## src/rtl/board_render_fsm.sv

```systemverilog
// Tile-board renderer: updates player tiles in BRAM, then rasters the board
// to the VGA plot interface for NUM_FRAMES frames with a hold after each.
module board_render_fsm #(
  parameter int GRID_W       = 16,
  parameter int GRID_H       = 16,
  parameter int COORD_W      = 4,
  parameter int ADDR_W       = 8,
  parameter int TILE_PX      = 10,
  parameter int NUM_PLAYERS  = 2,
  parameter int NUM_FRAMES   = 5,
  parameter int FRAME_CYCLES = 416666,
  parameter int ORIGIN_X     = 0,
  parameter int ORIGIN_Y     = 0,
  parameter logic [2:0] BG_COLOUR      = 3'b000,
  parameter logic [2:0] COLLIDE_COLOUR = 3'b111
) (
  input  logic                              clock,
  input  logic                              reset,
  input  logic                              start,
  input  logic [NUM_PLAYERS*COORD_W-1:0]    player_x,
  input  logic [NUM_PLAYERS*COORD_W-1:0]    player_y,
  input  logic [NUM_PLAYERS*3-1:0]          player_colour,
  output logic                              wr_en,
  output logic [ADDR_W-1:0]                 wr_addr,
  output logic [2:0]                        wr_data,
  output logic                              rd_en,
  output logic [ADDR_W-1:0]                 rd_addr,
  input  logic [2:0]                        rd_data,
  output logic [9:0]                        x,
  output logic [8:0]                        y,
  output logic [2:0]                        colour,
  output logic                              plot,
  output logic [$clog2(NUM_FRAMES+1)-1:0]   frame_index,
  output logic                              busy,
  output logic                              done
);

  // state | meaning
  // IDLE  | waiting for start
  // LATCH | capture player inputs
  // ERASE | clear previous tile of player p
  // WRITE | write current tile of player p
  // FETCH | read tile colour from BRAM
  // LOAD  | capture BRAM read data
  // DRAW  | plot TILE_PX x TILE_PX pixels
  // HOLD  | frame hold down-count
  // DONE  | one-cycle completion pulse
  typedef enum logic [3:0] {
    S_IDLE, S_LATCH, S_ERASE, S_WRITE, S_FETCH, S_LOAD, S_DRAW, S_HOLD, S_DONE
  } state_t;

  localparam int FI_W  = $clog2(NUM_FRAMES+1);
  localparam int P_W   = (NUM_PLAYERS > 1) ? $clog2(NUM_PLAYERS) : 1;
  localparam int PX_W  = (TILE_PX > 1) ? $clog2(TILE_PX) : 1;
  localparam int COL_W = (GRID_W > 1) ? $clog2(GRID_W) : 1;
  localparam int ROW_W = (GRID_H > 1) ? $clog2(GRID_H) : 1;
  localparam int HC_W  = $clog2(FRAME_CYCLES+1);

  state_t             state_q, state_d;
  logic [P_W-1:0]     p_q, p_d;
  logic [COL_W-1:0]   col_q, col_d;
  logic [ROW_W-1:0]   row_q, row_d;
  logic [PX_W-1:0]    px_q, px_d, py_q, py_d;
  logic [HC_W-1:0]    hold_q, hold_d;
  logic [FI_W-1:0]    frame_q, frame_d;
  logic [2:0]         tile_colour_q, tile_colour_d;

  logic [COORD_W-1:0] lat_x_q [NUM_PLAYERS], lat_x_d [NUM_PLAYERS];
  logic [COORD_W-1:0] lat_y_q [NUM_PLAYERS], lat_y_d [NUM_PLAYERS];
  logic [2:0]         lat_c_q [NUM_PLAYERS], lat_c_d [NUM_PLAYERS];
  logic [ADDR_W-1:0]  prev_addr_q [NUM_PLAYERS], prev_addr_d [NUM_PLAYERS];
  logic               prev_valid_q [NUM_PLAYERS], prev_valid_d [NUM_PLAYERS];

  logic               valid   [NUM_PLAYERS];
  logic [ADDR_W-1:0]  addr    [NUM_PLAYERS];
  logic               collide [NUM_PLAYERS];

  logic               wr_en_q, wr_en_d, rd_en_q, rd_en_d, plot_q, plot_d;
  logic               busy_q, busy_d, done_q, done_d;
  logic [ADDR_W-1:0]  wr_addr_q, wr_addr_d, rd_addr_q, rd_addr_d;
  logic [2:0]         wr_data_q, wr_data_d, colour_q, colour_d;
  logic [9:0]         x_q, x_d;
  logic [8:0]         y_q, y_d;

  always_comb begin
    for (int i = 0; i < NUM_PLAYERS; i++) begin
      valid[i] = (int'(lat_x_q[i]) < GRID_W) && (int'(lat_y_q[i]) < GRID_H);
      addr[i]  = ADDR_W'(int'(lat_y_q[i]) * GRID_W + int'(lat_x_q[i]));
    end
  end

  // Only valid players can collide; an out-of-range coordinate may alias a real address.
  always_comb begin
    for (int i = 0; i < NUM_PLAYERS; i++) begin
      collide[i] = 1'b0;
      for (int j = 0; j < NUM_PLAYERS; j++)
        if (j != i && valid[i] && valid[j] && addr[i] == addr[j]) collide[i] = 1'b1;
    end
  end

  always_comb begin
    state_d = state_q;  p_d = p_q;  col_d = col_q;  row_d = row_q;
    px_d = px_q;  py_d = py_q;  hold_d = hold_q;  frame_d = frame_q;
    tile_colour_d = tile_colour_q;
    lat_x_d = lat_x_q;  lat_y_d = lat_y_q;  lat_c_d = lat_c_q;
    prev_addr_d = prev_addr_q;  prev_valid_d = prev_valid_q;

    case (state_q)
      S_IDLE: if (start) state_d = S_LATCH;
      S_LATCH: begin
        for (int i = 0; i < NUM_PLAYERS; i++) begin
          lat_x_d[i] = player_x[i*COORD_W +: COORD_W];
          lat_y_d[i] = player_y[i*COORD_W +: COORD_W];
          lat_c_d[i] = player_colour[i*3 +: 3];
        end
        p_d = '0;
        state_d = S_ERASE;
      end
      S_ERASE: begin
        if (p_q == P_W'(NUM_PLAYERS-1)) begin
          p_d = '0;
          state_d = S_WRITE;
        end else p_d = p_q + P_W'(1);
      end
      S_WRITE: begin
        prev_valid_d[p_q] = valid[p_q];
        prev_addr_d[p_q]  = addr[p_q];
        if (p_q == P_W'(NUM_PLAYERS-1)) begin
          p_d = '0;  col_d = '0;  row_d = '0;
          state_d = S_FETCH;
        end else p_d = p_q + P_W'(1);
      end
      S_FETCH: state_d = S_LOAD;
      S_LOAD: begin
        tile_colour_d = rd_data;
        px_d = '0;  py_d = '0;
        state_d = S_DRAW;
      end
      S_DRAW: begin
        if (px_q == PX_W'(TILE_PX-1)) begin
          px_d = '0;
          if (py_q == PX_W'(TILE_PX-1)) begin
            py_d = '0;
            if (col_q == COL_W'(GRID_W-1)) begin
              col_d = '0;
              if (row_q == ROW_W'(GRID_H-1)) begin
                row_d = '0;
                hold_d = HC_W'(FRAME_CYCLES-1);
                state_d = S_HOLD;
              end else begin
                row_d = row_q + ROW_W'(1);
                state_d = S_FETCH;
              end
            end else begin
              col_d = col_q + COL_W'(1);
              state_d = S_FETCH;
            end
          end else py_d = py_q + PX_W'(1);
        end else px_d = px_q + PX_W'(1);
      end
      S_HOLD: begin
        if (hold_q == '0) begin
          frame_d = frame_q + FI_W'(1);
          state_d = (int'(frame_q) + 1 < NUM_FRAMES) ? S_FETCH : S_DONE;
        end else hold_d = hold_q - HC_W'(1);
      end
      S_DONE: begin
        frame_d = '0;
        state_d = S_IDLE;
      end
      default: state_d = S_IDLE;
    endcase

    // Outputs are precomputed from the next state so they register in step with it.
    wr_en_d = 1'b0;  wr_addr_d = '0;  wr_data_d = '0;
    rd_en_d = 1'b0;  rd_addr_d = '0;
    plot_d = 1'b0;  x_d = '0;  y_d = '0;  colour_d = '0;
    case (state_d)
      S_ERASE: begin
        wr_en_d   = prev_valid_q[p_d];
        wr_addr_d = prev_addr_q[p_d];
        wr_data_d = BG_COLOUR;
      end
      S_WRITE: begin
        wr_en_d   = valid[p_d];
        wr_addr_d = addr[p_d];
        wr_data_d = collide[p_d] ? COLLIDE_COLOUR : lat_c_q[p_d];
      end
      S_FETCH: begin
        rd_en_d   = 1'b1;
        rd_addr_d = ADDR_W'(int'(row_d) * GRID_W + int'(col_d));
      end
      S_DRAW: begin
        plot_d   = 1'b1;
        x_d      = 10'(ORIGIN_X + int'(col_d) * TILE_PX + int'(px_d));
        y_d      = 9'(ORIGIN_Y + int'(row_d) * TILE_PX + int'(py_d));
        colour_d = tile_colour_d;
      end
      default: ;
    endcase
    busy_d = (state_d != S_IDLE);
    done_d = (state_d == S_DONE);
  end

  always_ff @(posedge clock or posedge reset) begin
    if (reset) begin
      state_q <= S_IDLE;  p_q <= '0;  col_q <= '0;  row_q <= '0;
      px_q <= '0;  py_q <= '0;  hold_q <= '0;  frame_q <= '0;
      tile_colour_q <= '0;
      for (int i = 0; i < NUM_PLAYERS; i++) begin
        lat_x_q[i] <= '0;  lat_y_q[i] <= '0;  lat_c_q[i] <= '0;
        prev_addr_q[i] <= '0;  prev_valid_q[i] <= 1'b0;
      end
      wr_en_q <= 1'b0;  wr_addr_q <= '0;  wr_data_q <= '0;
      rd_en_q <= 1'b0;  rd_addr_q <= '0;
      plot_q <= 1'b0;  x_q <= '0;  y_q <= '0;  colour_q <= '0;
      busy_q <= 1'b0;  done_q <= 1'b0;
    end else begin
      state_q <= state_d;  p_q <= p_d;  col_q <= col_d;  row_q <= row_d;
      px_q <= px_d;  py_q <= py_d;  hold_q <= hold_d;  frame_q <= frame_d;
      tile_colour_q <= tile_colour_d;
      lat_x_q <= lat_x_d;  lat_y_q <= lat_y_d;  lat_c_q <= lat_c_d;
      prev_addr_q <= prev_addr_d;  prev_valid_q <= prev_valid_d;
      wr_en_q <= wr_en_d;  wr_addr_q <= wr_addr_d;  wr_data_q <= wr_data_d;
      rd_en_q <= rd_en_d;  rd_addr_q <= rd_addr_d;
      plot_q <= plot_d;  x_q <= x_d;  y_q <= y_d;  colour_q <= colour_d;
      busy_q <= busy_d;  done_q <= done_d;
    end
  end

  assign wr_en = wr_en_q;   assign wr_addr = wr_addr_q;  assign wr_data = wr_data_q;
  assign rd_en = rd_en_q;   assign rd_addr = rd_addr_q;
  assign plot = plot_q;     assign x = x_q;  assign y = y_q;  assign colour = colour_q;
  assign frame_index = frame_q;
  assign busy = busy_q;     assign done = done_q;

endmodule

```

## config.mk

```make
export PLATFORM = sky130hd
export DESIGN_NAME = board_render_fsm
export DESIGN_NICKNAME = d
export VERILOG_FILES = /design/src/rtl/board_render_fsm.sv
export SDC_FILE = /design/constraint.sdc
export NUM_CORES = 1
export LEC_CHECK = 0
export ABC_AREA = 1
export CAP_MARGIN = 20
export CORE_MARGIN = 2
export CORE_UTILIZATION = 25
export DETAILED_ROUTE_END_ITERATION = 8
export GPL_TIMING_DRIVEN = 0
export SLEW_MARGIN = 30
export SYNTH_ARGS = -nofsm -noshare
export SYNTH_HDL_FRONTEND = slang
export SYNTH_SLANG_ARGS = --single-unit
```

## constraint.sdc

```tcl
create_clock -name clock -period 5 [get_ports clock]
set_clock_uncertainty 0.15 [all_clocks]
set_input_delay 1.25 -clock clock [delete_from_list [all_inputs] [get_ports clock]]
set_output_delay 1.25 -clock clock [all_outputs]
set_load 0.1 [all_outputs]
```

==> impl_metrics.py <==
metrics = {
    "outcome": {
        "outcome": "completed",
    },
    "clock_network": {
        "cts.repair.resized": 0,
        "h-tree-depth": 4,
        "post_cts_buffers": 0,
        "clock_latency_ps": 420,
        "ctsHoldBuffers": 0,
        "cts.sinks": 131,
        "root_buffer": "clkbuf_16",
        "cts.clk_slew.worst_paths_ps": 60,
        "clock_path_buffers": 2,
        "cts_tree": "done",
        "cts_buffers": 17,
    },
    "floorplanning": {
        "die-area_um2": 28200,
        "ios": 77,
        "row_count": 59,
        "die_h_um": 168,
        "initial_core_util_pct": 25.6,
        "core_area_um2": 26200,
        "dieWidth_um": 168,
    },
    "synth": {
        "syn_area_um2": 6710,
        "synth_enable_flop_cells": 0,
        "synth-async-reset-ratio_pct": 100,
        "synth_top_cell_by_area": "dfrtp_1",
        "synth_top_area_share_pct": 48.9,
        "synth_area_leaders": "dfrtp_1 (49%), nand2_1 (8.6%), inv_1 (5.8%)",
        "synth_cells": 763,
        "synth_most_common_cell": "nand2_1",
        "syn-num-nets": 815,
        "synth.distinct_cells": 47,
        "synth_seq_cells": 131,
        "syn-mean-instance-area_um2": 8.79,
        "ys_seq_area_share_pct": 48.9,
        "synth_common_cells": "nand2_1 (153), dfrtp_1 (131), inv_1 (103)",
        "synth_top_flop_cell": "dfrtp_1",
        "yosysWarnings": 0,
    },
    "routing": {
        "ant_nets": 0,
        "finalWirelength_um": 16100,
        "num_vias": 5229,
        "wl_per_cell_um": 13.3,
        "drt_first_pass_iters": 6,
        "route.detailed.drc": 0,
        "drtIter0Drc": 297,
        "vias_per_cell": 4.34,
    },
    "timing": {
        "max-slew-margin-rel_pct": 31.0,
        "layout_setup_ws_ps": 1610,
        "post-route-period-util_pct": 67.9,
        "worst_pin_slew_ps": 1030,
        "fmax_mhz": 295,
        "setup_viol": 0,
        "min_period_ps": 3390,
        "hold_viol": 0,
        "rsz0062_at_grt": "no",
        "drv_slew": 0,
    },
    "worst_setup_path": {
        "cp_top_family": "buffers and inverters",
        "critPathLaunch": "frame_index[0]$_DFFE_PP0P_",
        "cp_num_buf_inv": 1,
        "crit_required_ps": 3600,
        "r2r_start": "px_q[0]$_DFF_PP0_",
        "start_kind": "flop",
        "worstSetupPathType": "flop to output pin",
        "cp_slowest_cell": "clkdlybuf4s50_1",
        "path_cells": "clkdlybuf4s50_1",
        "critPathCaptureType": "output pin",
        "worstPathMaxFanout": 3,
        "critical_path_arrival_ps": 1990,
        "cp_slowest_stage_delay_ps": 1180,
    },
    "placement": {
        "place_ws_ps": 1670,
        "placed_cell_area_um2": 7920,
        "dpl.cell_count": 1174,
        "place_congestion": 0.838,
        "portBuffers": 75,
        "hpwl_um": 11500,
    },
    "final_layout": {
        "fin_cells": 1206,
        "nFillCells": 2686,
        "post-route-cell-area_um2": 8510,
        "utilization_pct": 32.5,
        "nNetsFinal": 910,
        "drive_above_1_share_pct": 15.3,
        "syn2layout_area_growth_pct": 26.9,
        "diodes": 0,
    },
    "power_and_ir_drop": {
        "cellPowerDensity_nw_per_um2": 289,
        "peakVddDrop_mv": 0.208,
        "total_power_mw": 2.46,
        "p_leak_nw": 4.16,
    },
    "job": {
        "cap_violations": 0,
    },
    "global_route": {
        "grt_pass1_wl_um": 26700,
        "grt_start_max_net_pins": 68,
        "overflow": 0,
        "grt_pass1_vias": 5310,
        "grt_antenna_before_repair": 0,
        "gr-usage-all-layers_pct": 12.0,
    },
    "hold_path": {
        "min_from": "prev_valid_q[0]$_DFFE_PP0P_",
        "hp-class": "flop to flop",
    },
}
report_power, final:
group          internal [mW]  switching (mW)  leakage [nW]
registers               1.08          0.0114          1.68
logic                 0.0393          0.0543          2.21
clock network          0.794           0.478         0.281
area by class of cell:
type / count / area, um2 / area share [%]
multi-input combinational: 506 / 2920 / 34.3
buffer: 16 / 96.3 / 1.13
tap: 335 / 419 / 4.92
timing repair buffer: 76 / 773 / 9.08
inverter: 110 / 422 / 4.95
clock inverter: 13 / 160 / 1.88
clock buffer: 19 / 443 / 5.20
sequential: 131 / 3280 / 38.5
per-stage QoR:
step / hold slack [ps] / TNS, ps
after CTS: 305 / 0
after global routing: 330 / 0
after global placement: 282 / -267600
after floorplan: 270 / 0
final: 300 / 0
after detailed placement: 288 / 0
flip-flops by register name (all words and copies together), names as in the netlist, 2 cells and up:
name / flops
col_q: 4
colour: 3
frame_index: 3
hold_q: 19
lat_c_q: 6
lat_x_q: 8
lat_y_q: 8
prev_addr_q: 16
prev_valid_q: 2
px_q: 4
py_q: 4
rd_addr: 8
row_q: 4
state_q: 4
tile_colour_q: 3
wr_addr: 8
wr_data: 3
x: 9
y: 9
cells by family (layout without fill, tap and decap cells):
logic type,count (synthesis),count (layout),share of synthesized area [%]
other,1,1,0.0559
AO/OA/AOI/OAI,117,117,10.1
adder cells (fa/ha/maj),24,24,4.92
multiplexers,15,15,2.52
AND/OR/NAND/NOR,330,330,23.5
flip-flops,131,131,48.9
buffers and inverters,126,234,7.61
XOR/XNOR,19,19,2.48
final timing paths:
check                                         endpoint  depth (start not counted)  slack, ps
setup / recovery                        frame_index[0]                          1       1610
hold / removal             prev_valid_q[0]$_DFFE_PP0P_                          2        300
setup reg to reg                        y[7]$_DFF_PP0_                         15       1640
max in group asynchronous       lat_c_q[2]$_DFFE_PP0P_                          3       2880
hold reg to reg            prev_valid_q[0]$_DFFE_PP0P_                          2        300
min in group asynchronous         wr_addr[7]$_DFF_PP0_                          2       1120
tightest hold or removal path, stage by stage (launching register included):
cell	delay [ps]
dfrtp_1	320
inv_1	40
nand2_1	50
per-layer routing:
metal  GRT usage, %  up-vias  routed length [um]
met5              0        -                   0
met4           5.18        0                 369
met3           2.96       26                 640
met2           19.0       94                7480
met1           15.7     2479                7600
li1               -     2630                   -
layout by cell type, fill, tap and decap left out, types with 6 or more instances in the layout:
cell             instances
nand2_1                153
dfrtp_1                131
inv_1                  102
clkdlybuf4s50_1         74
nor2_1                  72
o21ai_0                 55
a21oi_1                 29
nand3_1                 24
ha_1                    20
xor2_1                  18
nor2_2                  17
clkbuf_16               17
mux2_2                  15
nand4_1                 11
nand2_2                 10
nand3_2                 10
clkbuf_1                 9
o21ai_2                  9
nor2_4                   7
or2_2                    7
nor3_1                   6
inv_2                    6
o31ai_1                  6
(Power assumes the default switching activity.)
